`config.mk`:
```
export PLATFORM = sky130hd
export DESIGN_NAME = guard_reset_ctrl
export DESIGN_NICKNAME = d
export VERILOG_FILES = /design/src/rtl/guard_pkg.sv /design/src/rtl/txn_counter.sv /design/src/rtl/guard_reset_ctrl.sv
export SDC_FILE = /design/constraint.sdc
export NUM_CORES = 1
export LEC_CHECK = 0
export BUFFER_PORTS_ARGS = -buffer_cell sky130_fd_sc_hd__buf_2
export CORE_ASPECT_RATIO = 1.4
export CORE_UTILIZATION = 52
export DETAILED_ROUTE_END_ITERATION = 8
export PLACE_DENSITY = 0.75
export SLEW_MARGIN = 40
export SYNTH_ARGS = -nofsm -noshare
export SYNTH_HDL_FRONTEND = slang
export SYNTH_HIERARCHICAL = 1
export SYNTH_SLANG_ARGS = --single-unit
```
`constraint.sdc`:
```
create_clock -name clk_i -period 1.9 [get_ports clk_i]
set_input_delay 0.57 -clock clk_i [delete_from_list [all_inputs] [get_ports clk_i]]
set_output_delay 0.57 -clock clk_i [all_outputs]
set_load 0.1 [all_outputs]
```
`src/rtl/guard_pkg.sv`:
```
// Shared types for the guard reset controller: FSM state encoding and
// the width helper used by the outstanding-transaction counters.
package guard_pkg;

  typedef enum logic [2:0] {
    ST_IDLE     = 3'd0,
    ST_ISOLATE  = 3'd1,
    ST_DRAIN    = 3'd2,
    ST_RESET    = 3'd3,
    ST_WAIT_ACK = 3'd4,
    ST_CLEAR    = 3'd5
  } guard_rst_state_e;

  function automatic int cnt_width(input int max_txns);
    return $clog2(max_txns + 1);
  endfunction

endpackage

```
`src/rtl/txn_counter.sv`:
```
// Saturating up/down counter of outstanding transactions with a
// synchronous clear that overrides both handshakes.
module txn_counter
  import guard_pkg::*;
#(
  parameter int MaxTxns = 8,
  localparam int CntW   = cnt_width(MaxTxns)
) (
  input  logic            i_clk,
  input  logic            i_rst_n,
  input  logic            i_clr,
  input  logic            i_inc,
  input  logic            i_dec,
  output logic [CntW-1:0] o_cnt
);

  localparam logic [CntW-1:0] CntMax = CntW'(MaxTxns);

  logic [CntW-1:0] r_cnt;

  // Simultaneous issue and completion cancel out.
  always_ff @(posedge i_clk or negedge i_rst_n) begin
    if (!i_rst_n) begin
      r_cnt <= '0;
    end else if (i_clr) begin
      r_cnt <= '0;
    end else if (i_inc && !i_dec && (r_cnt != CntMax)) begin
      r_cnt <= r_cnt + 1'b1;
    end else if (i_dec && !i_inc && (r_cnt != '0)) begin
      r_cnt <= r_cnt - 1'b1;
    end
  end

  assign o_cnt = r_cnt;

endmodule

```
`src/rtl/guard_reset_ctrl.sv`:
```
// Recovery sequencer behind the read/write guards: isolate the slave,
// drain (bounded), pulse the slave reset, wait for software, clear guards.
module guard_reset_ctrl
  import guard_pkg::*;
#(
  parameter int MaxTxns        = 8,
  parameter int DrainCycles    = 256,
  parameter int RstPulseCycles = 16
) (
  input  logic       clk_i,
  input  logic       rst_ni,
  input  logic       rd_reset_req_i,
  input  logic       wr_reset_req_i,
  input  logic       sw_ack_i,
  input  logic       ar_hs_i,
  input  logic       r_last_hs_i,
  input  logic       aw_hs_i,
  input  logic       b_hs_i,
  output logic       isolate_o,
  output logic       slv_rst_no,
  output logic       reset_clear_o,
  output logic       busy_o,
  output logic       drain_timeout_o,
  output logic [2:0] state_o
);

  localparam int TmrMax   = (DrainCycles > RstPulseCycles) ? DrainCycles : RstPulseCycles;
  localparam int TmrWidth = $clog2(TmrMax + 1);
  localparam int CntW     = cnt_width(MaxTxns);

  localparam logic [TmrWidth-1:0] DrainLd = TmrWidth'(DrainCycles - 1);
  localparam logic [TmrWidth-1:0] RstLd   = TmrWidth'(RstPulseCycles - 1);

  guard_rst_state_e    r_state;
  logic [TmrWidth-1:0] r_timer;
  logic                r_isolate;
  logic                r_slv_rst_n;
  logic                r_reset_clear;
  logic                r_busy;
  logic                r_drain_to;

  logic [CntW-1:0] w_rd_cnt;
  logic [CntW-1:0] w_wr_cnt;
  logic            w_cnt_clr;
  logic            w_empty;

  // The slave is being reset, so anything it had in flight is gone.
  assign w_cnt_clr = (r_state == ST_RESET);
  assign w_empty   = (w_rd_cnt == '0) && (w_wr_cnt == '0);

  txn_counter #(.MaxTxns(MaxTxns)) u_rd_cnt (
    .i_clk   (clk_i),
    .i_rst_n (rst_ni),
    .i_clr   (w_cnt_clr),
    .i_inc   (ar_hs_i),
    .i_dec   (r_last_hs_i),
    .o_cnt   (w_rd_cnt)
  );

  txn_counter #(.MaxTxns(MaxTxns)) u_wr_cnt (
    .i_clk   (clk_i),
    .i_rst_n (rst_ni),
    .i_clr   (w_cnt_clr),
    .i_inc   (aw_hs_i),
    .i_dec   (b_hs_i),
    .o_cnt   (w_wr_cnt)
  );

  // Outputs are written alongside each transition so they track the new state.
  always_ff @(posedge clk_i or negedge rst_ni) begin
    if (!rst_ni) begin
      r_state       <= ST_IDLE;
      r_timer       <= '0;
      r_isolate     <= 1'b0;
      r_slv_rst_n   <= 1'b1;
      r_reset_clear <= 1'b0;
      r_busy        <= 1'b0;
      r_drain_to    <= 1'b0;
    end else begin
      case (r_state)
        ST_IDLE: begin
          if (rd_reset_req_i || wr_reset_req_i) begin
            r_state    <= ST_ISOLATE;
            r_isolate  <= 1'b1;
            r_busy     <= 1'b1;
            r_drain_to <= 1'b0;
          end
        end
        ST_ISOLATE: begin
          r_state <= ST_DRAIN;
          r_timer <= DrainLd;
        end
        ST_DRAIN: begin
          if (w_empty) begin
            r_state     <= ST_RESET;
            r_timer     <= RstLd;
            r_slv_rst_n <= 1'b0;
          end else if (r_timer == '0) begin
            r_state     <= ST_RESET;
            r_timer     <= RstLd;
            r_slv_rst_n <= 1'b0;
            r_drain_to  <= 1'b1;
          end else begin
            r_timer <= r_timer - 1'b1;
          end
        end
        ST_RESET: begin
          if (r_timer == '0) begin
            r_state     <= ST_WAIT_ACK;
            r_slv_rst_n <= 1'b1;
          end else begin
            r_timer <= r_timer - 1'b1;
          end
        end
        ST_WAIT_ACK: begin
          if (sw_ack_i) begin
            r_state       <= ST_CLEAR;
            r_reset_clear <= 1'b1;
          end
        end
        ST_CLEAR: begin
          r_state       <= ST_IDLE;
          r_reset_clear <= 1'b0;
          r_isolate     <= 1'b0;
          r_busy        <= 1'b0;
        end
        default: begin
          r_state       <= ST_IDLE;
          r_isolate     <= 1'b0;
          r_slv_rst_n   <= 1'b1;
          r_reset_clear <= 1'b0;
          r_busy        <= 1'b0;
        end
      endcase
    end
  end

  assign isolate_o       = r_isolate;
  assign slv_rst_no      = r_slv_rst_n;
  assign reset_clear_o   = r_reset_clear;
  assign busy_o          = r_busy;
  assign drain_timeout_o = r_drain_to;
  assign state_o         = r_state;

endmodule

```
==> impl.org <==
** Yosys
- In the synthesized netlist the dominant register cell turns out to be dfrtp_1.
- Summed over all instances, the cell type with the most area after synthesis is dfrtp_1.
- The synthesized netlist occupies a cell area of 1640 um2.
- Post-synth top area share :: 0.350
- Ys Warns :: 6
- Counting every instance in the synthesized netlist gives 173.
- Post-synthesis sequential area ratio :: 0.366
- Average footprint of a synthesized cell :: 9.50 um2
- After synthesis the netlist holds a flip-flop and latch count of 24.
- Leading post-synthesis cells by cell area :: dfrtp_1, ha_1, a21oi_1
- Of all flip-flops after synthesis, the portion carrying an async set or reset was 1.00.
- Number of enable flip-flop cells after synthesis :: 0
- Post-synthesis net count :: 190
- The synthesized netlist contains 51 unique library cells.

** Placement
- At the end of routability-driven placement, the weighted congestion stood at 0.839.
- Buffers placed on the I/O ports in this run total 16.
- Detailed placement ended at an HPWL of 2920 um.
- Counting tap cells, the placed design contains a total of 239 instances.

** Final layout
- Total number of nets in the final design :: 230
- Area added between synthesis and finish :: 32.4%
- At the end of the flow the core is filled with cells to 0.742.
- Antenna cell count :: 0
- Leaving out filler cells and counting taps, the final layout contains ~250.
- Fraction of layout instances using a drive strength above 1 :: 0.387
- Fill cell count :: 225

** CTS
- Counting along the longest clock path gives a buffer depth of 2.
- TritonCTS clock tree :: done
- Clock tree synthesis inserted a total of 3 buffers.
- After clock tree synthesis, the flow added hold-fix buffers numbering 0.
- The clock drives 24 sinks.
- Root buf cell :: clkbuf_8
- Clk pin slew, worst setup/hold paths :: about 0.09 ns
- H-tree depth :: 1
- Insertion delay of the later-clocked pin in the worst-skew pair :: 0.26 ns

** Floorplanning
- In this run the vertical extent of the chip is between 60 and 70 um.
- Io pins :: 17
- Die span in x :: approximately 50 um
- After floorplanning, the core was divided into 23 placement rows.
- The core region is 2940 um2.
- DIE AREA :: ~3400 um2
- Starting Density :: 0.560

** Critical path
- Data on the critical path arrives at its endpoint at 2.14 ns.
- Worst setup EP type :: flip-flop
- Data required, critical path :: 2.05 ns
- Maximum fanout along the worst path :: 4
- The critical path in this run is classified as flip-flop to flip-flop.
- Worst Setup Start Kind :: flip-flop

** Run status
- Result of the run :: finished, violations left
- Violations in the final reports :: negative setup slack

** STA
- Final setup violation count :: 1
- Setup repair after global routing missed its margin :: yes
- The smallest clock period supported by the final layout is computed as between 1.5 and 2 ns.
- Final number of hold-violating endpoints :: 0
- At the pin with the least slew margin, the transition time is 0.545 ns.
- Derived from the worst setup path, the maximum achievable clock frequency is 0.500 GHz.
- On the final layout, the worst clock skew is 0.00486 ns.
- PnR worst setup slack :: -0.0980 ns
- Worst max-slew margin expressed relative to the limit :: 0.636
- Post-route clock period utilization :: 1.05
- Fin. max-slew vios :: 0

** Power
- Clock power frac :: 0.108
- Share of power burned in registers :: 0.289
- Combinational cell fraction of total power :: 0.603
- IR analysis of the VDD net gives a maximum drop of roughly 1.2 mV.
- Int Pwr :: about 1.8 mW
- In this run the power density over the cells is 1490 nW/um2.
- Of the total power, the share spent switching nets is 0.444.
- Switching component of the power :: 1.44 mW
- For this design the static power due to leakage is a little over 0.9 nW.

** Global routing
- The via count of the first global-routing pass came to 1,504.
- For this run the aggregate overflow at the end of global routing stands at 0.
- The number of antenna violations at the first check in global routing is 0.
- In the global route stage, overall resource usage came out at 0.255.
- First-pass GRT wire length :: between 6000 and 7000 um
- Entering global routing, the biggest net connects 25 pins.

** Routing
- Dividing the detail-routed wire length by the instance count gives 16.7 um.
- Number of remaining DRC errors :: 0
- The pre-antenna-repair detailed-routing pass consisted of 4 iterations.
- Summed over all layers, the routed wires come to 4160 um.
- Vias :: 1,527
- Once detail routing completed, the nets flagged for antenna violations numbered 0.
- Vias per inst :: approximately 6
- After the first detailed-routing iteration, the DRC count stood at 38.

** Hold path
- Kind of path behind the tightest hold check :: primary input to async pin

** Run
- The tool flagged a number of max-cap violations equal to 0.
[repair_timing]
| item | 4_1_cts | 5_1_grt |
|---|---|---|
| setup endpoints to repair | 2 | 9 |
| pin swaps | 3 | 10 |
| gates resized for setup | 4 | 14 |
| buffers inserted | 0 | 6 |
[Yosys cell counts, types with 3 or more instances]
library cell	count
nand3_1	4
nor3_1	5
nand2b_1	3
xnor2_1	4
inv_1	14
a21oi_1	13
o31ai_1	4
o41ai_1	3
o22ai_1	3
o21ai_0	5
nor2_1	15
a31oi_1	6
nand2_1	8
ha_1	6
dfrtp_1	23
a21o_1	4
[area by class of cell]
cell class | instances | area (um2) | area share
inverter | 15 | 56.3 | 0.0259
multi-input combinational | 129 | 1130 | 0.519
clock buffer | 4 | 55.1 | 0.0253
sequential | 24 | 606 | 0.278
tap | 37 | 46.3 | 0.0213
timing repair buffer | 40 | 284 | 0.130
[critical path, cell delays in order, from the launching register on]
cell and delay, ns:
dfrtp_1 0.40, nor4b_4 0.14, or2_4 0.28, buf_12 0.13, ha_4 0.31, nand3_2 0.13
a21o_1 0.18, a31oi_1 0.22, a21oi_1 0.09
[registers in the layout, summed over array words and instances (netlist names)]
register         flops
state_o              3
drain_timeout_o      1
u_wr_cnt/o_cnt       4
slv_rst_no           1
u_rd_cnt/o_cnt       4
r_timer              9
busy_o               1
reset_clear_o        1
[power groups by stage]
stage	sequential [mW]	combinational (mW)	clock, mW
finish	0.939	1.96	0.350
global route	0.957	2.12	0.379
CTS	0.903	1.70	0.357
detailed placement	0.912	1.65	0
global placement	0.899	1.53	0
floorplan	1.08	0.987	0
[layer usage]
metal / track usage / part of all wire / up-vias / wire, um
li1: - / - / 723 / -
met1: 0.279 / 0.41 / 758 / 1730
met2: 0.505 / 0.54 / 32 / 2230
met3: 0.0219 / 0.019 / 14 / 78
met4: 0.0964 / 0.031 / 0 / 127
met5: 0 / 0 / - / 0
[through the flow]
step / setup WS (ns) / instance area (um2) / setup TNS (ns) / total power, mW / hold slack, ns
after floorplan: -0.0450 / 1750 / -0.0899 / 2.07 / 0.274
after global placement: -0.186 / 1970 / -0.359 / 2.43 / 0.493
after detailed placement: -0.263 / 1970 / -0.509 / 2.56 / 0.504
after CTS: -0.0407 / 2040 / -0.0407 / 2.96 / 0.294
after global routing: -0.149 / 2180 / -0.344 / 3.45 / 0.316
final: -0.0980 / 2180 / -0.0980 / 3.25 / 0.276
[final timing paths]
| path | startpoint | end | slack, ns | depth (start not counted) |
|---|---|---|---|---|
| min in group clk_i | busy_o | busy_o | 0.52 | 2 |
| min | rst_ni | state_o[2] | 0.28 | 1 |
| max in group asynchronous | rst_ni | state_o[0] | 1.23 | 1 |
| max | u_wr_cnt/o_cnt[3] | u_wr_cnt/o_cnt[3] | -0.1 | 8 |
| min reg2reg | busy_o | busy_o | 0.52 | 2 |
| max reg2reg | u_wr_cnt/o_cnt[3] | u_wr_cnt/o_cnt[3] | -0.1 | 8 |
[placed cells by master (no fill, tap or decap), types with 3 or more instances in the layout]
master	instances
a21o_1	4
a21oi_1	11
a31oi_1	5
buf_2	16
buf_4	20
buf_6	3
clkbuf_8	4
dfrtp_1	20
dfrtp_2	3
ha_4	4
inv_1	14
nand2_1	8
nand3_1	3
nor2_1	15
nor3_1	5
nor4b_4	3
o21ai_0	3
o21ai_1	4
o22ai_1	3
o31ai_1	4
o41ai_1	3
xnor2_1	4
[cells by family (layout without fill, tap and decap cells)]
family	count (synthesis)	count (layout)	synth area share
buf+inv	20	59	0.0571
mux	2	2	0.0122
simple gates	53	53	0.195
flops	24	24	0.366
fa+ha+maj	8	8	0.0700
xor+xnor	4	4	0.0213
compound gates	62	62	0.279
(Power assumes the default switching activity.)
